$ cat config.mk
export PLATFORM = sky130hd
export DESIGN_NAME = mem_port_arbiter_flat
export DESIGN_NICKNAME = d
export VERILOG_FILES = /design/src/rtl/mem_port_arbiter_if.sv /design/src/rtl/mem_port_arbiter.sv /design/src/flat_wrapper.sv
export SDC_FILE = /design/constraint.sdc
export NUM_CORES = 1
export LEC_CHECK = 0
export ABC_AREA = 0
export CAP_MARGIN = 20
export CORE_AREA = 2 2 105 107
export DETAILED_ROUTE_END_ITERATION = 16
export DIE_AREA = 0 0 107 109
export PLACE_DENSITY_LB_ADDON = 0.08
export REMOVE_ABC_BUFFERS = 1
export SYNTH_ARGS = -nofsm -noshare
export SYNTH_HDL_FRONTEND = slang
export SYNTH_SLANG_ARGS = --single-unit
$ cat constraint.sdc
create_clock -name clk -period 1.9 [get_ports clk]
set_clock_uncertainty 0.2 [all_clocks]
set_input_delay 0.57 -clock clk [delete_from_list [all_inputs] [get_ports clk]]
set_output_delay 0.57 -clock clk [all_outputs]
set_load 0.01 [all_outputs]
$ cat src/rtl/mem_port_arbiter_if.sv
// Bus bundle between the IFU/LSU requesters, the arbiter and the single-port RAM.
// The arbiter takes the slave modport; the requester/RAM side takes the master modport.
interface mem_port_arbiter_if;
  logic        ifu_req;
  logic [31:0] ifu_addr;
  logic        ifu_gnt;
  logic        ifu_rvalid;
  logic [31:0] ifu_rdata;

  logic        lsu_req;
  logic        lsu_we;
  logic [31:0] lsu_addr;
  logic [31:0] lsu_wdata;
  logic        lsu_gnt;
  logic        lsu_rvalid;
  logic [31:0] lsu_rdata;

  logic        ram_en;
  logic        ram_we;
  logic [31:0] ram_addr;
  logic [31:0] ram_wdata;
  logic [31:0] ram_rdata;

  modport master (
    output ifu_req, ifu_addr,
    output lsu_req, lsu_we, lsu_addr, lsu_wdata,
    output ram_rdata,
    input  ifu_gnt, ifu_rvalid, ifu_rdata,
    input  lsu_gnt, lsu_rvalid, lsu_rdata,
    input  ram_en, ram_we, ram_addr, ram_wdata
  );

  modport slave (
    input  ifu_req, ifu_addr,
    input  lsu_req, lsu_we, lsu_addr, lsu_wdata,
    input  ram_rdata,
    output ifu_gnt, ifu_rvalid, ifu_rdata,
    output lsu_gnt, lsu_rvalid, lsu_rdata,
    output ram_en, ram_we, ram_addr, ram_wdata
  );
endinterface

$ cat src/rtl/mem_port_arbiter.sv
// IFU/LSU arbiter for one single-port RAM: combinational grant, pipelined one-cycle read return.
// Optional IFU anti-starvation guard enabled by defining ARB_STARVE_GUARD_EN.
//
// owner state | meaning
// OWN_NONE    | no read outstanding, no rvalid this cycle
// OWN_IFU     | read granted to IFU last cycle, ifu_rvalid now
// OWN_LSU     | load granted to LSU last cycle, lsu_rvalid now
module mem_port_arbiter #(
  parameter int unsigned STARVE_LIMIT = 4
) (
  input logic               clk,
  input logic               rst_n,
  mem_port_arbiter_if.slave bus
);

  typedef enum logic [1:0] {
    OWN_NONE = 2'd0,
    OWN_IFU  = 2'd1,
    OWN_LSU  = 2'd2
  } owner_t;

  owner_t owner_q;
  owner_t owner_d;
  logic   ifu_win;
  logic   lsu_win;
  logic   starved;

  if (STARVE_LIMIT < 1 || STARVE_LIMIT > 15) begin : g_limit_check
    $error("STARVE_LIMIT must be within 1..15");
  end

`ifdef ARB_STARVE_GUARD_EN
  logic [3:0] starve_q;

  assign starved = (starve_q == 4'(STARVE_LIMIT));

  // Counts denied IFU cycles; it cannot pass the limit because IFU wins on reaching it.
  always_ff @(posedge clk) begin
    if (!rst_n) begin
      starve_q <= 4'd0;
    end else if (!bus.ifu_req || ifu_win) begin
      starve_q <= 4'd0;
    end else begin
      starve_q <= starve_q + 4'd1;
    end
  end
`else
  assign starved = 1'b0;
`endif

  always_comb begin
    ifu_win = 1'b0;
    lsu_win = 1'b0;
    if (rst_n) begin
      if (bus.ifu_req && (starved || !bus.lsu_req)) begin
        ifu_win = 1'b1;
      end else if (bus.lsu_req) begin
        lsu_win = 1'b1;
      end
    end
  end

  always_ff @(posedge clk) begin
    if (!rst_n) begin
      owner_q <= OWN_NONE;
    end else begin
      owner_q <= owner_d;
    end
  end

  always_comb begin
    owner_d       = OWN_NONE;
    bus.ifu_gnt   = 1'b0;
    bus.lsu_gnt   = 1'b0;
    bus.ram_en    = 1'b0;
    bus.ram_we    = 1'b0;
    bus.ram_addr  = 32'd0;
    bus.ram_wdata = 32'd0;
    if (ifu_win) begin
      bus.ifu_gnt  = 1'b1;
      bus.ram_en   = 1'b1;
      bus.ram_addr = bus.ifu_addr;
      owner_d      = OWN_IFU;
    end else if (lsu_win) begin
      bus.lsu_gnt   = 1'b1;
      bus.ram_en    = 1'b1;
      bus.ram_we    = bus.lsu_we;
      bus.ram_addr  = bus.lsu_addr;
      bus.ram_wdata = bus.lsu_wdata;
      owner_d       = bus.lsu_we ? OWN_NONE : OWN_LSU;
    end
  end

  always_comb begin
    bus.ifu_rvalid = (owner_q == OWN_IFU);
    bus.lsu_rvalid = (owner_q == OWN_LSU);
    bus.ifu_rdata  = bus.ifu_rvalid ? bus.ram_rdata : 32'd0;
    bus.lsu_rdata  = bus.lsu_rvalid ? bus.ram_rdata : 32'd0;
  end

endmodule

$ cat src/flat_wrapper.sv
// flat-port wrapper written by rule: the top's interface ports become plain ports
module mem_port_arbiter_flat 
#(
  parameter int unsigned STARVE_LIMIT = 4
)
  (clk, rst_n, bus_ifu_req, bus_ifu_addr, bus_lsu_req, bus_lsu_we, bus_lsu_addr, bus_lsu_wdata, bus_ram_rdata, bus_ifu_gnt, bus_ifu_rvalid, bus_ifu_rdata, bus_lsu_gnt, bus_lsu_rvalid, bus_lsu_rdata, bus_ram_en, bus_ram_we, bus_ram_addr, bus_ram_wdata);
  mem_port_arbiter_if bus_i ();
  input logic clk;
  input logic rst_n;
  input wire logic [$bits(bus_i.ifu_req)-1:0] bus_ifu_req;
  input wire logic [$bits(bus_i.ifu_addr)-1:0] bus_ifu_addr;
  input wire logic [$bits(bus_i.lsu_req)-1:0] bus_lsu_req;
  input wire logic [$bits(bus_i.lsu_we)-1:0] bus_lsu_we;
  input wire logic [$bits(bus_i.lsu_addr)-1:0] bus_lsu_addr;
  input wire logic [$bits(bus_i.lsu_wdata)-1:0] bus_lsu_wdata;
  input wire logic [$bits(bus_i.ram_rdata)-1:0] bus_ram_rdata;
  output wire logic [$bits(bus_i.ifu_gnt)-1:0] bus_ifu_gnt;
  output wire logic [$bits(bus_i.ifu_rvalid)-1:0] bus_ifu_rvalid;
  output wire logic [$bits(bus_i.ifu_rdata)-1:0] bus_ifu_rdata;
  output wire logic [$bits(bus_i.lsu_gnt)-1:0] bus_lsu_gnt;
  output wire logic [$bits(bus_i.lsu_rvalid)-1:0] bus_lsu_rvalid;
  output wire logic [$bits(bus_i.lsu_rdata)-1:0] bus_lsu_rdata;
  output wire logic [$bits(bus_i.ram_en)-1:0] bus_ram_en;
  output wire logic [$bits(bus_i.ram_we)-1:0] bus_ram_we;
  output wire logic [$bits(bus_i.ram_addr)-1:0] bus_ram_addr;
  output wire logic [$bits(bus_i.ram_wdata)-1:0] bus_ram_wdata;
  assign bus_i.ifu_req = bus_ifu_req;
  assign bus_i.ifu_addr = bus_ifu_addr;
  assign bus_i.lsu_req = bus_lsu_req;
  assign bus_i.lsu_we = bus_lsu_we;
  assign bus_i.lsu_addr = bus_lsu_addr;
  assign bus_i.lsu_wdata = bus_lsu_wdata;
  assign bus_i.ram_rdata = bus_ram_rdata;
  assign bus_ifu_gnt = bus_i.ifu_gnt;
  assign bus_ifu_rvalid = bus_i.ifu_rvalid;
  assign bus_ifu_rdata = bus_i.ifu_rdata;
  assign bus_lsu_gnt = bus_i.lsu_gnt;
  assign bus_lsu_rvalid = bus_i.lsu_rvalid;
  assign bus_lsu_rdata = bus_i.lsu_rdata;
  assign bus_ram_en = bus_i.ram_en;
  assign bus_ram_we = bus_i.ram_we;
  assign bus_ram_addr = bus_i.ram_addr;
  assign bus_ram_wdata = bus_i.ram_wdata;
  mem_port_arbiter #(.STARVE_LIMIT(STARVE_LIMIT)) u_core (.clk(clk), .rst_n(rst_n), .bus(bus_i));
endmodule
* Word level (Yosys, flattened, before mapping) *
Index checks and enable logic that the tools add are counted.

cells by class
  eq/ne operators = 2
  muxes and demuxes = 20
  bitwise logic cells = 2
  reductions and logical operators = 3

operator list
  cell                                                 number
  two-way mux 32 bit                                   6
  two-way mux 1 bit                                    13
  OR reduction 3 bit                                   1
  equality test 2 x 1 -> 1 bit, second input constant  1
  equality test 2 bit, second input constant           1
  two-way mux 2 bit                                    1
  NOT 1 bit                                            2
  logical AND 1 bit                                    1
  zero test 1 bit                                      1

storage, ports and cells
  bits in registers = 2
  logic and storage cells = 29

* Depth between registers and ports, before layout *
Gate-level depths: netlist (run 1).

  depth in word-level cells = 6
  gate-level depth with buffers = 4

* Least setup slack after synthesis (run 1) *
OpenSTA, ideal clock, no wires.

  path type = input to output
  start = input port bus_ifu_req
  end = output port bus_ram_addr[23]
  arrival time = 1234 ps
  data required time = 1130 ps
  path slack = -104 ps
  cell stages on the path = 4
  path buffers = 2
  cells stage by stage = nor2b_2 > buf_6 > buf_8 > a32o_1

on the way
  longest elaborated chain between the ends = 5

RTL lines
  item                    RTL line                source
  start, declared         flat_wrapper.sv:10      input wire logic [$bits(bus_i.ifu_req)-1:0] bus_ifu_req;
  logical AND 1 bit (*)   mem_port_arbiter.sv:55  if (bus.ifu_req && (starved || !bus.lsu_req)) begin
  two-way mux 1 bit       mem_port_arbiter.sv:55
  two-way mux 1 bit       mem_port_arbiter.sv:54  if (rst_n) begin
  two-way mux 32 bit      mem_port_arbiter.sv:84  end else if (lsu_win) begin
  two-way mux 32 bit (*)  mem_port_arbiter.sv:79  if (ifu_win) begin
  end, declared           flat_wrapper.sv:25      output wire logic [$bits(bus_i.ram_addr)-1:0] bus_ram_addr;

Every way passes the cells marked *; elsewhere a longest branch is shown, timed or not.

* Final worst setup path (run 1) *
  start = input port bus_ifu_req
  end = output port bus_ram_addr[3]

Same word-level chain as after synthesis.

==> metrics.txt, run 1 <==
post-layout min period=2380 ps; outcome=finished, violations left; total stage count of the critical path=8; FF+latch count, synth=2; Async S/R FF share, synth=0%; P&R area growth vs syn=349%; cell family with most CP delay=buffers and inverters; YS warnings=0; CP max stage cell=a32o_2; PD cells=228 mW/mm^2; worst min-delay path class=primary input to flop; num ports=267; via count of the first global-routing pass=2803; post-synth top area cell=and2_1; Initial DRT Pass Iterations=4; worst path bufs/invs=6; Initial Util=11.5%; final net count=622; RSZ-0062 raised after global routing=true; synthesized area=0.00122 sq mm; largest cells by area after synthesis=and2_1 (34%), a32o_2 (18%), and3_1 (15%), a32o_1 (9.8%), buf_6 (4.6%); CTS max path bufs=2; Max VDD drop=0.000115 V; H-Tree Depth=1; most frequent CP cell=buf_6; Slew @ Worst Pin=156 ps; Sink Count=2; routed vias/inst=4.24; area fraction of the dominant cell type after synthesis=34.4%; hpwl dp=7310 um; critical-path maximum fanout=4; Synth cell types=14; Worst-path clk slew=30 ps; core area=0.0106 sq mm; crit-path max cell delay=230 ps; syn_area_per_cell=7.48 sq um; total wire length=11600 um; largest net degree at the start of global routing=26; Critical Path Start Type=primary input; CP Capture Point=bus_ram_addr[3]; Cells after Synth=163; root buf cell=clkbuf_8; CTS buffer count=3; sequential area share after synthesis=3.28%; synth cell count leaders=and2_1 (67), and3_1 (29), a32o_2 (20); Die Footprint=0.0117 sq mm; fmax=421 MHz; Initial DRC Count=57; CP Class=primary input to primary output; Worst EP required=1130 ps; Largest register FFs=2; leakage power=2.69 nW; initial antenna violation count=3; CP endpoint kind=primary output; Slew headroom=89.5%; fraction of layout cells with a size suffix above 1=70.0%; predominant post-synthesis flop cell=dfxtp_1; CP Launch Point=bus_ifu_req; Overflow after GRT=0; Cell Chain, Critical Path=buf_6 > nor2b_4 > buf_12 > buf_8 > buf_6 > buf_6 > a32o_2 > buf_6; largest registers=u_core.owner_q: 2 flops; CTS tree=yes; Worst EP arrival=1610 ps; # setup viols final=130; Largest Register=u_core.owner_q; fin worst setup slack=-476 ps; Die H=109 um; CTS hold repair buffers=0; die width=107 um; Max Cap Viol=0; Tcrit/Tclk final=125%; Slew Limit Fails=0; std cell rows=38; # port buffers=266; Placed Area=0.00404 sq mm; failing checks=setup timing; number of synthesized flops with an enable pin=0; most frequent cell after synthesis=and2_1; gr usage total=17.6%; first-pass GRT wire length=15700 um; global placement routability congestion=0.720; Remaining DRCs=0; design area=0.00547 sq mm; wire per inst=18.4 um; setup slack after placement=-1150 ps; via count=2664; Final ANT Viol Nets=0; Final Hold Fails=0
## per-layer routing
metal / part of all wire [%] / up-vias / track usage [%]
li1: - / 1254 / -
met1: 33 / 1234 / 17.3
met2: 55 / 162 / 35.6
met3: 11 / 10 / 5.92
met4: 1.0 / 4 / 3.43
met5: 0.21 / - / 0
## final cells by class
class,count,area [sq um]
Antenna cell,1,2.50
Clock buffer,3,41.3
Fill cell,995,5130
Multi-Input combinational cell,137,1350
Sequential cell,2,42.5
Tap cell,140,175
Timing Repair Buffer,345,3860
## timing repair
action / 4_1_cts / 5_1_grt
gates resized for setup: 787 / 145
buffers inserted: 47 / 14
pin swaps: 84 / 46
cloned: 12 / 3
endpoints found under the setup margin: 134 / 134
## cells by family after synthesis
logic type / count (synthesis) / synth area share, %
flops: 2 / 3.28
buf+inv: 24 / 13.7
compound gates: 33 / 28.9
simple gates: 104 / 54.1
## layout by cell type (no fill, tap or decap)
cell type        count
buf_12              21
clkbuf_8             3
a32o_1              11
buf_16               6
dfxtp_2              2
and2_4              63
and3_4              33
and2b_1              1
clkbuf_16            2
buf_8                4
buf_6              161
buf_2               15
o21a_1               1
dlymetal6s2s_1       3
buf_4                7
diode_2              1
nor2b_4              3
dlygate4sd2_1       59
a32o_2              21
clkdlybuf4s50_1     67
and2_1               4
## worst min-delay path by stage
stage,startpoint,endpoint,slack (ps),depth (start not counted)
floorplan,rst_n,u_core.owner_q[0],490,1
global placement,rst_n,u_core.owner_q[0],900,3
detailed placement,rst_n,u_core.owner_q[0],890,3
CTS,rst_n,u_core.owner_q[0],580,3
global route,rst_n,u_core.owner_q[0],530,3
finish,rst_n,u_core.owner_q[0],530,3
## metrics by stage
stage | hold slack (ps) | TNS (ps) | power, mW | instances | util (%)
6_report | 532 | -27790 | 1.25 | 628 | 51.6
5_1_grt | 531 | -32910 | 1.32 | 628 | 51.6
4_1_cts | 584 | -27110 | 1.14 | 618 | 45.9
3_5_place_dp | 891 | -108200 | 0.800 | 556 | 38.1
3_3_place_gp | 903 | -106640 | 0.800 | 556 | 38.1
2_1_floorplan | 492 | -34400 | 0.223 | 139 | -
## where the power goes
group / switching [mW] / internal (mW) / total (mW)
logic: 0.344 / 0.691 / 1.04
clock network: 0.0312 / 0.134 / 0.165
registers: 0.00153 / 0.0445 / 0.0460
Power figures use the tool's default switching activity.
==> run 2, diff against run 1 <==
==> constraint.sdc (replaced) <==
create_clock -name clk -period 2.7 [get_ports clk]
set_clock_uncertainty 0.2 [all_clocks]
set_input_delay 0.81 -clock clk [delete_from_list [all_inputs] [get_ports clk]]
set_output_delay 0.81 -clock clk [all_outputs]
set_load 0.01 [all_outputs]
==> run 2 against run 1 <==
The flow still finishes with violations (setup timing). Design area fell by 21%. Clock power down 30%. Critical path depth fell by 1. Count of clock-buffer cells in the layout stayed put. Core utilization decreased by 11 points. Flip-flop and latch count unchanged. Sequential power fell by 32%. Via count decreased by 9.7%. Critical endpoint is now bus_ram_addr[4]. Largest power group unchanged.
==> metrics.txt, run 2 (synthesized netlist as in run 1, its figures left out) <==
CP Launch Point=bus_ifu_req (unchanged); Final ANT Viol Nets=0 (unchanged); leakage power=2.14 nW (was 2.69 nW); # port buffers=266 (unchanged); Placed Area=0.00404 sq mm (unchanged); routed vias/inst=4.16 (was 4.24); CP endpoint kind=primary output (unchanged); wire per inst=16.8 um (was 18.4 um); Pwr Total=0.721 mW (was 1.25 mW); Core Util, Final=40.9% (was 51.6%); Die H=109 um (unchanged); Initial DRC Count=110 (was 57); fmax=358 MHz; Initial DRT Pass Iterations=4 (unchanged); largest registers=u_core.owner_q: 2 flops (unchanged); most frequent CP cell=buf_6 (unchanged); initial antenna violation count=0 (was 3); outcome=finished, violations left (unchanged); total wire length=9690 um (was 11600 um); design area=0.00433 sq mm (was 0.00547 sq mm); first-pass GRT wire length=13600 um (was 15700 um); Slew @ Worst Pin=201 ps (was 156 ps); std cell rows=38 (unchanged); Final Hold Fails=0 (unchanged); Max Cap Viol=0 (unchanged); Worst-path clk slew=30 ps (about the same); CP Capture Point=bus_ram_addr[4] (was bus_ram_addr[3]); fraction of layout cells with a size suffix above 1=29.2% (was 70.0%); Largest register FFs=2 (unchanged); largest net degree at the start of global routing=34 (was 26); CP Class=primary input to primary output (unchanged); num ports=267 (unchanged); worst path bufs/invs=5 (was 6); total stage count of the critical path=7 (was 8); worst min-delay path class=primary input to flop (unchanged); via count of the first global-routing pass=2424 (was 2803); crit-path max cell delay=240 ps (was 230 ps); hpwl dp=7330 um (was 7310 um); critical-path maximum fanout=5 (was 4); global placement routability congestion=0.720 (unchanged); Critical Path Start Type=primary input (unchanged); cell family with most CP delay=buffers and inverters (unchanged); Remaining DRCs=0 (unchanged); Tcrit/Tclk final=103%; final net count=573 (was 622); die width=107 um (unchanged); diodes inserted=0 (was 1); most frequent cells in the layout=clkdlybuf4s50_1 (131), and2_1 (66), clkdlybuf4s15_1 (42), and3_1 (29), buf_6 (29) (was buf_6 (161), clkdlybuf4s50_1 (67), and2_4 (63), dlygate4sd2_1 (59), and3_4 (33)); P&R area growth vs syn=255% (was 349%); H-Tree Depth=1 (unchanged); Worst EP required=1690 ps (was 1130 ps); PD cells=166 mW/mm^2 (was 228 mW/mm^2); # setup viols final=32 (was 130); Worst EP arrival=1780 ps (was 1610 ps); commonest non-fill, non-tap cell in the layout=clkdlybuf4s50_1 (was buf_6); Slew Limit Fails=0 (unchanged); Max VDD drop=0.0000700 V (was 0.000115 V); failing checks=setup timing (unchanged); Slew headroom=86.6% (was 89.5%); gr usage total=15.2% (was 17.6%); root buf cell=clkbuf_8 (unchanged); Placed Cells incl. Taps=556 (unchanged); CTS max path bufs=2 (unchanged); Initial Util=11.5% (unchanged); Overflow after GRT=0 (unchanged); Finished Layout Cells=578 (was 628); post-layout min period=2790 ps; CTS tree=yes (unchanged); CP max stage cell=a32o_2 (unchanged); Die Footprint=0.0117 sq mm (unchanged); RSZ-0062 raised after global routing=true (unchanged); Sink Count=2 (unchanged); core area=0.0106 sq mm (unchanged); fin worst setup slack=-93.8 ps (was -476 ps); CTS hold repair buffers=0 (unchanged); CTS buffer count=3 (unchanged); via count=2406 (was 2664); Largest Register=u_core.owner_q (unchanged); Cell Chain, Critical Path=buf_6 > nor2b_4 > buf_6 > buf_12 > buf_16 > a32o_2 > buf_6 (was buf_6 > nor2b_4 > buf_12 > buf_8 > buf_6 > buf_6 > a32o_2 > buf_6)
[run 2: changes by cell type in the layout (fill, tap and decap cells not counted), sizes merged]
cell / delta
clkdlybuf4s50: +64
buf: -150
clkbuf: +26
dlymetal6s2s: -3
dlygate4sd2: -34
diode: -1
clkdlybuf4s15: +48
[run 2: power breakdown]
part | switching, mW | leakage (nW) | internal, mW
Clock | 0.0216 | 0.0216 | 0.0941
Combinational | 0.193 | 2.10 | 0.381
Sequential | 0.000451 | 0.0164 | 0.0310
[run 2: layout make-up]
class                      instances  area, sq um
tap                              140          175
timing repair buffer             296         3060
fill                            1125         6270
multi-input combinational        137         1020
sequential                         2         40.0
clock buffer                       3         41.3
[run 2: tightest hold or removal path, delay by kind of cell]
kind / cells / cell delay, ps
simple gates: 1 / 140
buf+inv: 2 / 250
[run 2: worst min-delay path by stage]
stage                from                 to  slack (ps)  cells past startpoint
floorplan           rst_n  u_core.owner_q[0]         730                      1
global placement    rst_n  u_core.owner_q[0]        1140                      3
detailed placement  rst_n  u_core.owner_q[0]        1130                      3
CTS                 rst_n  u_core.owner_q[0]         830                      3
global route        rst_n  u_core.owner_q[0]         840                      3
finish              rst_n  u_core.owner_q[0]         830                      3
[run 2: what timing repair did]
item                                    CTS  global route
endpoints found under the hold margin     0             0
setup buffers                             6             2
cloned                                    7             4
resized for setup                       317            84
pin swaps                                17             3
endpoints found under the setup margin  132            92
[run 2: layer usage]
layer,vias to the layer above,part of all wire (%),GRT usage (%)
met4,0,0.39,2.23
met1,1085,33,14.6
met5,-,0,0
met2,160,52,29.6
met3,2,15,7.41
li1,1159,-,-
[run 2: per-stage QoR]
step	hold slack [ps]	worst slack [ps]	setup TNS [ps]
2_1_floorplan	732	-130	-4200
3_3_place_gp	1140	-777	-64150
3_5_place_dp	1130	-827	-66640
4_1_cts	828	-108	-880
5_1_grt	845	-121	-2610
6_report	831	-93.8	-1710
==> run 3, diff against run 2 <==
--- a/config.mk
+++ b/config.mk
@@ -7,9 +7,10 @@
 export LEC_CHECK = 0
 export ABC_AREA = 0
 export CAP_MARGIN = 20
-export CORE_AREA = 2 2 105 107
+export CORE_AREA = 8 8 97 99
 export DETAILED_ROUTE_END_ITERATION = 16
-export DIE_AREA = 0 0 107 109
+export DIE_AREA = 0 0 105 107
+export GPL_TIMING_DRIVEN = 0
 export PLACE_DENSITY_LB_ADDON = 0.08
 export REMOVE_ABC_BUFFERS = 1
 export SYNTH_ARGS = -nofsm -noshare
==> run 3 against run 2 <==
The flow still finishes with violations (setup timing). Critical path depth shrank 1. Maximum frequency grew 2.0%. Combinational power shrank 3%. Setup slack gained 55 ps. Cell count shrank 6.1%. Routed wire length grew 7.1%. Global-route usage grew 1.8 points.
==> metrics.txt, run 3 (synthesized netlist as in run 1, its figures left out) <==
critical-path maximum fanout=8 (was 5); Initial DRC Count=51 (was 110); Remaining DRCs=0 (unchanged); Critical Path Start Type=primary input (unchanged); commonest non-fill, non-tap cell in the layout=clkdlybuf4s50_1 (unchanged); Max VDD drop=0.0000869 V (was 0.0000700 V); failing checks=setup timing (unchanged); largest registers=u_core.owner_q: 2 flops (unchanged); RSZ-0062 raised after global routing=true (unchanged); routed vias/inst=4.43 (was 4.16); core area=0.00793 sq mm (was 0.0106 sq mm); Largest Register=u_core.owner_q (unchanged); via count=2403 (was 2406); fraction of layout cells with a size suffix above 1=28.1% (was 29.2%); Worst EP arrival=1730 ps (was 1780 ps); CTS tree=yes (unchanged); Slew headroom=78.3% (was 86.6%); most frequent CP cell=buf_12 (was buf_6); Largest register FFs=2 (unchanged); PD cells=167 mW/mm^2 (was 166 mW/mm^2); Final Hold Fails=0 (unchanged); setup slack after placement=-1900 ps (was -827 ps); CP Class=primary input to primary output (unchanged); Slew @ Worst Pin=324 ps (was 201 ps); die width=105 um (was 107 um); wire per inst=19.1 um (was 16.8 um); std cell rows=33 (was 38); total wire length=10400 um (was 9690 um); P&R area growth vs syn=247% (was 255%); Die H=107 um (was 109 um); Overflow after GRT=0 (unchanged); Core Util, Final=53.3% (was 40.9%); CP max stage cell=a32o_1 (was a32o_2); CP endpoint kind=primary output (unchanged); global placement routability congestion=0.712 (was 0.720); Worst-path clk slew=30 ps (about the same); Final ANT Viol Nets=0 (unchanged); # setup viols final=9 (was 32); Cell Chain, Critical Path=buf_16 > and2_4 > buf_12 > buf_12 > a32o_1 > buf_2 (was buf_6 > nor2b_4 > buf_6 > buf_12 > buf_16 > a32o_2 > buf_6); fin worst setup slack=-39.2 ps (was -93.8 ps); Tcrit/Tclk final=101% (was 103%); H-Tree Depth=1 (unchanged); root buf cell=clkbuf_8 (unchanged); most frequent cells in the layout=clkdlybuf4s50_1 (131), and2_1 (66), clkdlybuf4s15_1 (48), buf_6 (35), dlygate4sd2_1 (31) (was clkdlybuf4s50_1 (131), and2_1 (66), clkdlybuf4s15_1 (42), and3_1 (29), buf_6 (29)); hpwl dp=8190 um (was 7330 um); CTS buffer count=3 (unchanged); gr usage total=17.0% (was 15.2%); first-pass GRT wire length=15200 um (was 13600 um); filler cell count=769 (was 1125); Sink Count=2 (unchanged); initial antenna violation count=0 (unchanged); Worst EP required=1690 ps (about the same); Die Footprint=0.0112 sq mm (was 0.0117 sq mm); # port buffers=266 (unchanged); via count of the first global-routing pass=2574 (was 2424); Max Cap Viol=0 (unchanged); Initial DRT Pass Iterations=4 (unchanged); final net count=573 (unchanged); post-layout min period=2740 ps (was 2790 ps); largest net degree at the start of global routing=34 (unchanged); CTS max path bufs=2 (unchanged); num ports=267 (unchanged); leakage power=2.15 nW (was 2.14 nW); crit-path max cell delay=210 ps (was 240 ps); worst min-delay path class=primary input to flop (unchanged); diodes inserted=0 (unchanged); Slew Limit Fails=0 (unchanged); fmax=365 MHz (was 358 MHz); Initial Util=15.4% (was 11.5%); outcome=finished, violations left (unchanged)
-- run 3: cell count changes in the layout (fill, tap and decap cells not counted), moves of 5 or more --
| cell | change |
|---|---|
| dlygate4sd2_1 | +6 |
| clkbuf_2 | -14 |
| buf_4 | +5 |
| buf_6 | +6 |
| clkdlybuf4s15_1 | +6 |
| buf_12 | -5 |
-- run 3: critical path, delay by kind of cell --
kind,cells,cell delay (ps)
compound gates,1,210
simple gates,1,190
buf+inv,4,520
-- run 3: through the flow --
| stage | cell area [sq um] | total power, mW | std cells | TNS [ps] | hold slack (ps) |
|---|---|---|---|---|---|
| detailed placement | 3910 | 0.548 | 514 | -112640 | 1240 |
| CTS | 4180 | 0.703 | 539 | -1970 | 884 |
| global route | 4230 | 0.748 | 543 | -515 | 913 |
| finish | 4230 | 0.704 | 543 | -188 | 894 |
| floorplan | 1050 | 0.157 | 139 | -4200 | 732 |
| global placement | 3850 | 0.536 | 510 | -208580 | 1240 |
-- run 3: final cells by class --
type                    instances  area [sq um]  share of cell area [%]
clock buffers                   3          41.3                   0.976
multi-input cells             138          1050                    24.8
flip-flops and latches          2          41.3                   0.976
well taps                     105           131                    3.11
repair buffers                295          2970                    70.1
-- run 3: worst paths after layout --
path / start / cells past startpoint / slack [ps] / to
worst max-delay path: bus_lsu_req / 6 / -40 / bus_ram_addr[26]
worst min-delay path: rst_n / 4 / 890 / u_core.owner_q[0]
-- run 3: layer usage --
layer / GRT usage [%] / part of all wire [%]
met5: 0 / 0
met4: 4.38 / 1.2
met3: 8.40 / 13
met2: 31.9 / 51
met1: 16.0 / 35
-- run 3: power breakdown --
part / total [mW] / internal, mW / switching (mW)
sequential: 0.0330 / 0.0312 / 0.00178
combinational: 0.554 / 0.368 / 0.186
clock: 0.117 / 0.0942 / 0.0230
-- run 3: what timing repair did --
| item | CTS | global route |
|---|---|---|
| gates cloned | 8 | 0 |
| buffers inserted | 14 | 8 |
| endpoints found under the hold margin | 0 | 0 |
| hold buffers | 0 | 0 |
| resized for setup | 322 | 81 |
| endpoints found under the setup margin | 135 | 101 |
| pin swaps | 8 | 12 |
